File: config.mk
export PLATFORM = sky130hd
export DESIGN_NAME = exec_alu_seq
export DESIGN_NICKNAME = d
export VERILOG_FILES = /design/src/rtl/alu_pkg.sv /design/src/rtl/alu_mul_iter.sv /design/src/rtl/exec_alu_seq.sv
export SDC_FILE = /design/constraint.sdc
export NUM_CORES = 1
export LEC_CHECK = 0
export CORE_ASPECT_RATIO = 0.8
export CORE_MARGIN = 2
export CORE_UTILIZATION = 61
export CTS_CLUSTER_DIAMETER = 60
export DETAILED_ROUTE_END_ITERATION = 10
export HOLD_SLACK_MARGIN = 0.12
export PLACE_DENSITY = 0.85
export SETUP_SLACK_MARGIN = 0.02
export SYNTH_ARGS = -nofsm -noshare
export SYNTH_HDL_FRONTEND = slang
export SYNTH_SLANG_ARGS = --single-unit
File: constraint.sdc
create_clock -name clk -period 4.3 [get_ports clk]
set_clock_uncertainty 0.05 [all_clocks]
set_input_delay 0.645 -clock clk [delete_from_list [all_inputs] [get_ports clk]]
set_output_delay 0.645 -clock clk [all_outputs]
set_load 0.005 [all_outputs]
File: src/rtl/alu_pkg.sv
// Shared definitions for the execute-stage ALU.
// Opcodes, flag bit positions and FSM state encoding.
package alu_pkg;

    localparam logic [3:0] OP_NOP  = 4'd0;
    localparam logic [3:0] OP_PASA = 4'd1;
    localparam logic [3:0] OP_PASB = 4'd2;
    localparam logic [3:0] OP_ADD  = 4'd3;
    localparam logic [3:0] OP_SUB  = 4'd4;
    localparam logic [3:0] OP_AND  = 4'd5;
    localparam logic [3:0] OP_OR   = 4'd6;
    localparam logic [3:0] OP_NOT  = 4'd7;
    localparam logic [3:0] OP_INC  = 4'd8;
    localparam logic [3:0] OP_DEC  = 4'd9;
    localparam logic [3:0] OP_SHL  = 4'd10;
    localparam logic [3:0] OP_SHR  = 4'd11;
    localparam logic [3:0] OP_SETC = 4'd12;
    localparam logic [3:0] OP_CLRC = 4'd13;
    localparam logic [3:0] OP_MUL  = 4'd14;
    localparam logic [3:0] OP_RSV  = 4'd15;

    localparam int FLG_Z = 0;
    localparam int FLG_C = 1;
    localparam int FLG_N = 2;

    typedef enum logic {
        S_IDLE     = 1'b0,
        S_MUL_BUSY = 1'b1
    } state_t;

endpackage

File: src/rtl/alu_mul_iter.sv
// Iterative shift-add multiplier, one partial product per clock.
// Ports: i_start/i_abort control, i_a/i_b operands, o_done/o_result.
module alu_mul_iter
    import alu_pkg::*;
#(
    parameter int WIDTH = 16,
    parameter int CNT_W = $clog2(WIDTH) + 1
) (
    input  logic             clk,
    input  logic             rst,
    input  logic             i_start,
    input  logic             i_abort,
    input  logic [WIDTH-1:0] i_a,
    input  logic [WIDTH-1:0] i_b,
    output logic             o_done,
    output logic [WIDTH-1:0] o_result
);

    logic [WIDTH-1:0] r_mcand;
    logic [WIDTH-1:0] r_mplier;
    logic [WIDTH-1:0] r_acc;
    logic [CNT_W-1:0] r_cnt;

    logic             w_busy;
    logic [WIDTH-1:0] w_step;
    logic [WIDTH-1:0] w_acc_nxt;

    assign w_busy    = (r_cnt != '0);
    assign w_step    = r_mplier[0] ? r_mcand : '0;
    assign w_acc_nxt = r_acc + w_step;

    // Final step: the result is the accumulator after this edge's add,
    // so it is exposed combinationally for the top to register.
    assign o_done   = (r_cnt == CNT_W'(1)) & ~i_abort;
    assign o_result = w_acc_nxt;

    always_ff @(posedge clk or posedge rst) begin
        if (rst) begin
            r_mcand  <= '0;
            r_mplier <= '0;
            r_acc    <= '0;
            r_cnt    <= '0;
        end else if (i_abort) begin
            r_cnt    <= '0;
        end else if (i_start && !w_busy) begin
            r_mcand  <= i_a;
            r_mplier <= i_b;
            r_acc    <= '0;
            r_cnt    <= CNT_W'(WIDTH);
        end else if (w_busy) begin
            r_acc    <= w_acc_nxt;
            r_mcand  <= {r_mcand[WIDTH-2:0], 1'b0};
            r_mplier <= {1'b0, r_mplier[WIDTH-1:1]};
            r_cnt    <= r_cnt - CNT_W'(1);
        end
    end

endmodule

File: src/rtl/exec_alu_seq.sv
// Registered execute-stage ALU with flag register and iterative MUL.
// Ports: valid/ready input, op/in1/in2, flush, flag_ld/flag_in, out/out_valid/flag.
module exec_alu_seq
    import alu_pkg::*;
#(
    parameter int WIDTH = 16,
    parameter int CNT_W = $clog2(WIDTH) + 1
) (
    input  logic             clk,
    input  logic             rst,
    input  logic             in_valid,
    output logic             in_ready,
    input  logic [3:0]       op,
    input  logic [WIDTH-1:0] in1,
    input  logic [WIDTH-1:0] in2,
    input  logic             flush,
    input  logic             flag_ld,
    input  logic [2:0]       flag_in,
    output logic [WIDTH-1:0] out,
    output logic             out_valid,
    output logic [2:0]       flag
);

    state_t           r_state;
    logic [WIDTH-1:0] r_out;
    logic             r_out_valid;
    logic [2:0]       r_flag;

    logic             w_accept;
    logic             w_mul_start;
    logic             w_mul_abort;
    logic             w_mul_done;
    logic [WIDTH-1:0] w_mul_res;

    logic [WIDTH:0]   w_sum;
    logic [WIDTH:0]   w_diff;
    logic [WIDTH:0]   w_inc;
    logic [WIDTH-1:0] w_res;
    logic             w_res_v;
    logic             w_upd_zn;
    logic             w_upd_c;
    logic             w_c;

    assign in_ready    = (r_state == S_IDLE);
    assign w_accept    = in_valid & in_ready & ~flush;
    assign w_mul_start = w_accept & (op == OP_MUL);
    assign w_mul_abort = flush & (r_state == S_MUL_BUSY);

    assign out       = r_out;
    assign out_valid = r_out_valid;
    assign flag      = r_flag;

    alu_mul_iter #(
        .WIDTH (WIDTH),
        .CNT_W (CNT_W)
    ) u_mul (
        .clk      (clk),
        .rst      (rst),
        .i_start  (w_mul_start),
        .i_abort  (w_mul_abort),
        .i_a      (in1),
        .i_b      (in2),
        .o_done   (w_mul_done),
        .o_result (w_mul_res)
    );

    // Top bit of the extended difference is the unsigned borrow.
    assign w_sum  = {1'b0, in1} + {1'b0, in2};
    assign w_diff = {1'b0, in1} - {1'b0, in2};
    assign w_inc  = {1'b0, in1} + (WIDTH+1)'(1);

    always_comb begin
        w_res    = '0;
        w_res_v  = 1'b0;
        w_upd_zn = 1'b0;
        w_upd_c  = 1'b0;
        w_c      = 1'b0;
        unique case (op)
            OP_PASA: begin w_res = in1; w_res_v = 1'b1; end
            OP_PASB: begin w_res = in2; w_res_v = 1'b1; end
            OP_ADD: begin
                w_res = w_sum[WIDTH-1:0]; w_c = w_sum[WIDTH];
                w_res_v = 1'b1; w_upd_zn = 1'b1; w_upd_c = 1'b1;
            end
            OP_SUB: begin
                w_res = w_diff[WIDTH-1:0]; w_c = w_diff[WIDTH];
                w_res_v = 1'b1; w_upd_zn = 1'b1; w_upd_c = 1'b1;
            end
            OP_AND: begin
                w_res = in1 & in2; w_res_v = 1'b1; w_upd_zn = 1'b1;
            end
            OP_OR: begin
                w_res = in1 | in2; w_res_v = 1'b1; w_upd_zn = 1'b1;
            end
            OP_NOT: begin
                w_res = ~in2; w_res_v = 1'b1; w_upd_zn = 1'b1;
            end
            OP_INC: begin
                w_res = w_inc[WIDTH-1:0]; w_c = w_inc[WIDTH];
                w_res_v = 1'b1; w_upd_zn = 1'b1; w_upd_c = 1'b1;
            end
            OP_DEC: begin
                w_res = in1 - WIDTH'(1); w_c = (in1 == '0);
                w_res_v = 1'b1; w_upd_zn = 1'b1; w_upd_c = 1'b1;
            end
            OP_SHL: begin
                w_res = {in1[WIDTH-2:0], 1'b0}; w_c = in1[WIDTH-1];
                w_res_v = 1'b1; w_upd_zn = 1'b1; w_upd_c = 1'b1;
            end
            OP_SHR: begin
                w_res = {1'b0, in1[WIDTH-1:1]}; w_c = in1[0];
                w_res_v = 1'b1; w_upd_zn = 1'b1; w_upd_c = 1'b1;
            end
            OP_SETC: begin w_c = 1'b1; w_upd_c = 1'b1; end
            OP_CLRC: begin w_c = 1'b0; w_upd_c = 1'b1; end
            default: begin end
        endcase
    end

    always_ff @(posedge clk or posedge rst) begin
        if (rst) begin
            r_state     <= S_IDLE;
            r_out       <= '0;
            r_out_valid <= 1'b0;
            r_flag      <= 3'b000;
        end else begin
            r_out_valid <= 1'b0;
            unique case (r_state)
                S_IDLE: begin
                    if (w_accept) begin
                        if (op == OP_MUL) r_state <= S_MUL_BUSY;
                        if (w_res_v) begin
                            r_out       <= w_res;
                            r_out_valid <= 1'b1;
                        end
                        if (w_upd_zn) begin
                            r_flag[FLG_Z] <= (w_res == '0);
                            r_flag[FLG_N] <= w_res[WIDTH-1];
                        end
                        if (w_upd_c) r_flag[FLG_C] <= w_c;
                    end
                end
                S_MUL_BUSY: begin
                    if (flush) begin
                        r_state <= S_IDLE;
                    end else if (w_mul_done) begin
                        r_state       <= S_IDLE;
                        r_out         <= w_mul_res;
                        r_out_valid   <= 1'b1;
                        r_flag[FLG_Z] <= (w_mul_res == '0);
                        r_flag[FLG_N] <= w_mul_res[WIDTH-1];
                    end
                end
                default: r_state <= S_IDLE;
            endcase
            // A restore wins over any flag update on the same edge.
            if (flag_ld) r_flag <= flag_in;
        end
    end

endmodule

==> results.cfg <==
[timing]
finalSetupViolCount = 0
fmax_mhz = 264
rsz0062_at_grt = no
max_slew_margin_pct = 49.1
finalSetupTns_ps = 0
timing.final.crit_share_pct = 88.0
worst_slew_pin_slew_ps = 763
hold_viol_final = 0
report.final.slew_viol_count = 0
layout_min_cycle_time_ps = 3790

[worst_setup_path]
path_class = in2reg
cp-end-kind = flip-flop
crit_end = flag[0]
reg2reg_to = flag[0]
reg2reg_depth = 13
crit_arrival_ps = 4010
cp-start-kind = input port
cp-startpoint = in2[0]
required_ps = 4520
r2r_start = u_mul.r_mplier[0]
ff2ff_setup_slack_ps = 560
crit_fanout = 6

[detailed_routing]
viasPerCell = 6.83
dr.pass1.iters = 6
drt-total-wl_mm = 29.4
vias = 8757
wl_per_cell_um = 22.9
drt_iter0_drc = 1139
ant_nets = 0
drt_drc_violations_left = 0

[floorplan]
rows = 37
die_height_um = 107
die_w_um = 133
start_util_pct = 62.9
pin_count = 65
core_area_um2 = 12900
fp.dieArea_um2 = 14300

[run_status]
status = finished clean

[cells_and_area]
area_delta_synth_final_pct = 18.0
regArea_um2 = 1850
diodes = 0
layoutNonFillerInstCount = 1283
nNetsFinal = 1225
fill_cells = 984
drive_gt1_share_pct = 10.3
stdcell_area_um2 = 9590
multi_input_area_um2 = 5730

[global_route]
grt_pass1_vias = 8178
grt_max_degree = 80
grt_util_all_layers_pct = 41.4
grt_antenna_before_repair = 1
grt_pass1_wl_mm = 45.4
overflow = 0

[place]
io_buffers = 64
gp_congestion = 1.04
place_inst = 1267
dpl.hpwl_mm = 22.0
placed_area_um2 = 9220

[clock_tree]
cts_tree = built
cts_setup_buffers = 0
cts_buffer_depth = 2
cts_sinks = 74
clk_pin_slew_ps = 60
ctsHtreeMaxLevel = 3
postCtsHoldBufs = 0
cts_made_buffers = 9
clockRootBuffer = clkbuf_16
clock_latency_ps = 350
cts_resized = 0

[worst_hold_path]
hp-start = out[6]
hold_path_class = reg2reg

[synthesis]
yosysTopAreaCell = dfrtp_1
synth_top_area_share_pct = 22.8
synth.area.top_cells = dfrtp_1 (23%), ha_1 (12%), mux2i_1 (5.9%), nand2_1 (5.2%), o21ai_0 (5.1%)
syn_area_um2 = 8130
ys_seq_area_share_pct = 22.8
ys_ff_latch = 74
synth_cells = 1026
ys_warn_count = 0
synth_nets = 1148
synthArstFlopShare_pct = 100
syn_area_per_cell_um2 = 7.92
synth_top_flop_cell = dfrtp_1
synth_edf_count = 0
synth_cell_types = 88

[job]
drv_cap = 0

[power]
p_leak_uw = 0.00418
powerDensity_nw_per_um2 = 304
vdd_drop_max_mv = 0.252
==> cells by family (layout without fill, tap and decap cells) <==
family / after synthesis / count (layout) / share of synthesized area, %
flops: 74 / 74 / 22.8
compound gates: 330 / 330 / 27.7
fa+ha+maj: 78 / 78 / 12.3
buf+inv: 132 / 214 / 6.82
xor+xnor: 39 / 39 / 4.20
mux: 53 / 53 / 6.74
simple gates: 320 / 320 / 19.5
==> per-layer routing <==
| metal | wire length (um) | up-vias | part of all wire (%) | global-route usage [%] |
|---|---|---|---|---|
| met4 | 1080 | 2 | 3.7 | 15.9 |
| li1 | - | 3909 | - | - |
| met3 | 3790 | 95 | 13 | 13.8 |
| met1 | 12200 | 4109 | 42 | 56.3 |
| met2 | 12200 | 642 | 42 | 61.0 |
| met5 | 13 | - | 0.044 | 0 |
==> layout by cell type, fill, tap and decap left out, drive strengths merged, types with 14 or more instances in the layout <==
cell,count
nor2,66
nand3,24
ha,75
o21ai,89
mux2i,48
clkdlybuf4s50,64
inv,63
a22o,21
nor4,18
nor3,21
a21o,14
and2,21
dfrtp,74
a21oi,64
nand2,113
buf,69
xnor2,33
a221oi,16
==> stage by stage <==
| step | worst slack [ps] | power [uW] | util (%) | hold slack [ps] |
|---|---|---|---|---|
| 5_1_grt | 267 | 3020 | 74.2 | 463 |
| 2_1_floorplan | 1080 | 1510 | - | 399 |
| 6_report | 515 | 2910 | 74.2 | 434 |
| 3_5_place_dp | 242 | 1920 | 71.4 | 420 |
| 3_3_place_gp | 307 | 1890 | 71.4 | 410 |
| 4_1_cts | 591 | 2880 | 74.2 | 434 |
==> how the worst min path moves through the flow <==
| stage | endpoint | slack, ps | cells past startpoint |
|---|---|---|---|
| final | out[6] | 430 | 2 |
| after detailed placement | u_mul.r_mplier[2] | 420 | 2 |
| after CTS | u_mul.r_mplier[2] | 430 | 2 |
| after floorplan | u_mul.r_mplier[10] | 400 | 2 |
| after global routing | u_mul.r_mplier[2] | 460 | 2 |
| after global placement | out[4] | 410 | 2 |
==> Yosys cell counts, types with 20 or more instances <==
master,n
xnor2_1,33
a21oi_1,64
nor3_1,20
clkbuf_1,34
buf_2,21
and2_1,21
o21ai_0,82
a22o_1,21
inv_1,62
dfrtp_1,74
nand3_1,23
mux2i_1,48
nor2_1,65
ha_1,75
nand2_1,112
==> sequential cells by signal, summed over array words and instances (netlist names) <==
register and flops:
flag 3, out 16, out_valid 1, r_state 1
u_mul.r_acc 16, u_mul.r_cnt 5, u_mul.r_mcand 16, u_mul.r_mplier 16
==> cell type report <==
| class | instances | share of cell area (%) |
|---|---|---|
| Clock inverter | 6 | 1.44 |
| Inverter | 65 | 2.57 |
| Multi-Input combinational cell | 820 | 59.8 |
| Sequential cell | 74 | 19.3 |
| Timing Repair Buffer | 133 | 12.2 |
| Clock buffer | 10 | 2.39 |
| Tap cell | 175 | 2.28 |
==> worst max-delay path, stage by stage <==
cell and delay, ps:
clkdlybuf4s50_1 580, ha_1 210, inv_1 50, fa_1 400, nor2b_1 180, o311ai_2 440, a211oi_2 230, o211ai_2 200
mux2i_1 110, a221oi_2 300, o22ai_1 160, nor4b_1 280, nand3b_1 140, o211ai_2 80
==> power by group <==
group,total (uW),internal (uW),switching (uW)
combinational,1090,434,653
clock,956,629,327
sequential,869,788,80.9
total,2910,1850,1060
Power figures use the tool's default switching activity.
